**config.mk**
```make
export PLATFORM = sky130hd
export DESIGN_NAME = sat_counter
export DESIGN_NICKNAME = d
export VERILOG_FILES = /design/src/rtl/skolem_parity_checker_sat_counter.sv
export SDC_FILE = /design/constraint.sdc
export NUM_CORES = 1
export LEC_CHECK = 0
export BUFFER_PORTS_ARGS = -buffer_cell sky130_fd_sc_hd__buf_2
export CORE_AREA = 2 2 39 41
export DETAILED_ROUTE_END_ITERATION = 16
export DIE_AREA = 0 0 41 43
export GPL_TIMING_DRIVEN = 0
export HOLD_SLACK_MARGIN = 0.12
export REMOVE_ABC_BUFFERS = 1
export SLEW_MARGIN = 20
export SYNTH_ARGS = -nofsm -noshare
export SYNTH_HDL_FRONTEND = slang
export SYNTH_SLANG_ARGS = --single-unit
export TNS_END_PERCENT = 50
```
**constraint.sdc**
```tcl
create_clock -name clk -period 2.9 [get_ports clk]
set_input_delay 0.58 -clock clk [delete_from_list [all_inputs] [get_ports clk]]
set_output_delay 0.58 -clock clk [all_outputs]
set_load 0.005 [all_outputs]
```
**src/rtl/skolem_parity_checker_sat_counter.sv**
```systemverilog
// sat_counter: saturating up-counter, clr beats inc
//   clk, rst : clock, synchronous active-high reset
//   inc      : count up by one unless already all-ones
//   clr      : clear to zero, wins over inc
//   count    : current value
module sat_counter #(
    parameter int WIDTH = 8
) (
    input  logic             clk,
    input  logic             rst,
    input  logic             inc,
    input  logic             clr,
    output logic [WIDTH-1:0] count
);
    always_ff @(posedge clk)
        if (rst || clr) count <= '0;
        else if (inc && count != '1) count <= count + WIDTH'(1);
endmodule

```
* After elaboration in Yosys (flattened, before gate mapping) *
Cells that the tools add are included.

storage, ports and cells
  register bits after elaboration = 8
  input port bits = 4
  output and inout bits = 8
  logic and storage cells = 5

cells by class
  add/sub/neg operators = 1
  equality and inequality tests = 1
  reduce and logical (&&, ||, !) cells = 2

operators by type and width
  operator               number
  $add A8 B1 Y8 const B  1
  $ne A8 B8 Y1 const B   1
  $logic_and A1 B1 Y1    1
  $logic_or A1 B1 Y1     1

* Longest topological paths before layout *
  depth in word-level cells = 2
  gate-level depth with buffers = 4
  depth with buffers taken out = 4

* Worst setup path before layout *
Ideal clock, no wire load.

  kind = reg2reg
  start point = register count[0]
  end point = register count[6]
  setup time = 0.115 ns
  arrival = 1.248 ns
  required time = 2.785 ns
  slack = 1.536 ns
  stages on the path, launching flop included = 5
  period minus slack after synthesis = 1.364 ns
  cells stage by stage = dfxtp_1 > ha_1 > nand3_1 > or4_1 > and3_1

between the ends
  cells in the longest elaborated chain, start to end = 2
  elaborated cells between the ends (all ways) = 3

ends and longest elaborated chain
  element                                                line  source
  from (decl)                                            13    output logic [WIDTH-1:0] count
  from (signal assigned)                                 17    else if (inc && count != '1) count <= count + WIDTH'(1);
  branches (longest 2 deep; another with $add A8 B1 Y8)  n/a

Several ways; the timed one is not identified.
A chain may end at the register's enable or synchronous reset.

* Worst setup path in the final report *
  start point = register count[7]
  end point = output port count[7]

No word-level cell between the ends.

==> flow_summary.toml <==
[status]
status = "completed"

[global_route]
antenna_found_initial = 0
grt_pass1_wl_mm = 1.44
grt_overflow = 0
grt_max_degree = 9
track_usage_pct = 12.4
grt_pass1_vias = 362

[finish]
nets = 68
most-common-layout-cells = "buf_2, dfxtp_1, nand2_1"
antenna_cells = 0
stdcell_count = 77
reg_top3 = "count: 8 flops"
area_growth_pct = 22.0
final_common_cell = "buf_2"
largest_reg_flops = 8
top_register = "count"
drive_gt1_share_pct = 29.5

[clock_network]
cts_setup_buffers = 0
cts.sinks = 8
cts_tree = "done"
cts_buffer_depth = 2
cts-root-buf = "clkbuf_4"
postCtsHoldBufs = 0
cts_resized = 0
htree_levels = 1
clk_pin_slew_ps = 60
clk_latency_ps = 260
numCtsBuffers = 3

[setup_path]
path_cells = "buf_2"
crit_required_ps = 2320
regToRegStartpoint = "count[0]"
critPathBufInv = 1
crit_slowest_cell = "dfxtp_1"
crit_cells = 1
critPathTopFamily = "flip-flops"
max_stage_delay_ps = 450
path_class = "register to output pin"
crit_arrival_ps = 870
cp_max_fo = 8
critPathCaptureType = "output pin"
r2r_cells = 4
startpoint_type = "register"
startpoint = "count[7]"

[placement]
pre_cts_ws_ps = 1300
portBuffers = 11
place.gp.congestion = 0.746
placed_cells = 74
place_hpwl_um = 663

[timing]
relSlewSlack_pct = 66.7
setup_viol = 0
period_needed_ps = 1450
timing.fmax_ghz = 0.692
finalHoldViolCount = 0
maxSlewViolCount = 0
rsz0062_at_grt = "no"
setup_tns_ps = 0
fin_ws_ps = 1450
worstMarginPinSlew_ps = 497
min_period_over_period_pct = 49.8
finClkSkew_ps = 8.70

[worst_hold_path]
hp-start = "count[1]"
hold_depth = 2
holdCritPathClass = "register to register"

[floorplanning]
die_x_um = 41
dieArea_um2 = 1760
io-pin-count = 12
coreArea_um2 = 1380
fp-row-count = 14
start_util_pct = 30.5
die_h_um = 43

[synth]
avgSynthCellArea_um2 = 8.78
synthFlopType = "dfxtp_1"
syn-cell-area_um2 = 422
seq_area_frac_synth_pct = 38.0
ys_types = 23
ys_seq_elements = 8
async_reset_ff_share_pct = 0
yosys_warnings = 0
syn_inst = 48
synth_edf_count = 0

[pwr]
p_leak_nw = 0.228
pwr_density_cell_nw_per_um2 = 409
peakVddDrop_uv = 195

[detailed_routing]
drt-total-wl_um = 896
viasPerCell = 5.26
vias = 405
wl_per_cell_um = 11.6
drtPass1Iterations = 5
drcViolationCount = 0
drt.antenna.violating_nets = 0
initialDrtViolationCount = 1

[flow_run]
maxCapViolCount = 0
## logic make-up after synthesis
kind of cell               count (synthesis)  synth area share (%)
buffers and inverters                      2                  2.08
and+or+nand+nor                           24                  33.8
AOI/OAI and AO/OA                          9                  13.6
DFF                                        8                  38.0
adders and majority gates                  1                  2.97
muxes                                      4                  9.50
## cell type report
cell class	instances	area, um2
sequential	8	160
fill	142	870
clock buffer	3	22.5
multi-input combinational	38	253
timing repair buffer	11	55.1
inverter	1	3.75
tap	16	20.0
## synthesized netlist by cell type, types with 2 or more instances
cell / n / area share [%]
a21oi_1: 5 / 5.9
and3_1: 2 / 3.0
and3b_1: 2 / 4.2
dfxtp_1: 8 / 38
mux2i_1: 4 / 9.5
nand2_1: 7 / 6.2
nand3_1: 2 / 2.4
nand4_1: 2 / 3.0
or3_1: 2 / 3.0
## metrics by stage
stage                     hold slack (ps)  util (%)  area (um2)  total power [mW]
after floorplan                       476         -         417             0.120
after global placement                479      35.5         492             0.126
after detailed placement              490      35.5         492             0.126
after CTS                             497      37.2         514             0.213
after global routing                  525      37.2         514             0.222
final                                 491      37.2         514             0.211
## tightest hold or removal path, cell delays in order (launching register included)
cell and delay (ps):
dfxtp_1 330, nand2_1 60, mux2i_1 50
## routing by layer
layer  vias to the layer above  track usage (%)  routed length (um)
met3                         2             7.85                  45
met4                         0             6.00                  15
met2                         9             18.8                 448
li1                        210                -                   -
met5                         -                0                   0
met1                       184             12.6                 387
## final timing paths
check             endpoint  slack, ps
setup reg to reg  count[6]       1470
setup / recovery  count[7]       1450
hold reg to reg   count[1]        490
hold / removal    count[1]        490
## power by group
part / switching, mW / internal, mW
Combinational: 0.00620 / 0.00530
Sequential: 0.000966 / 0.111
Clock: 0.0396 / 0.0475
Power figures use the tool's default switching activity.
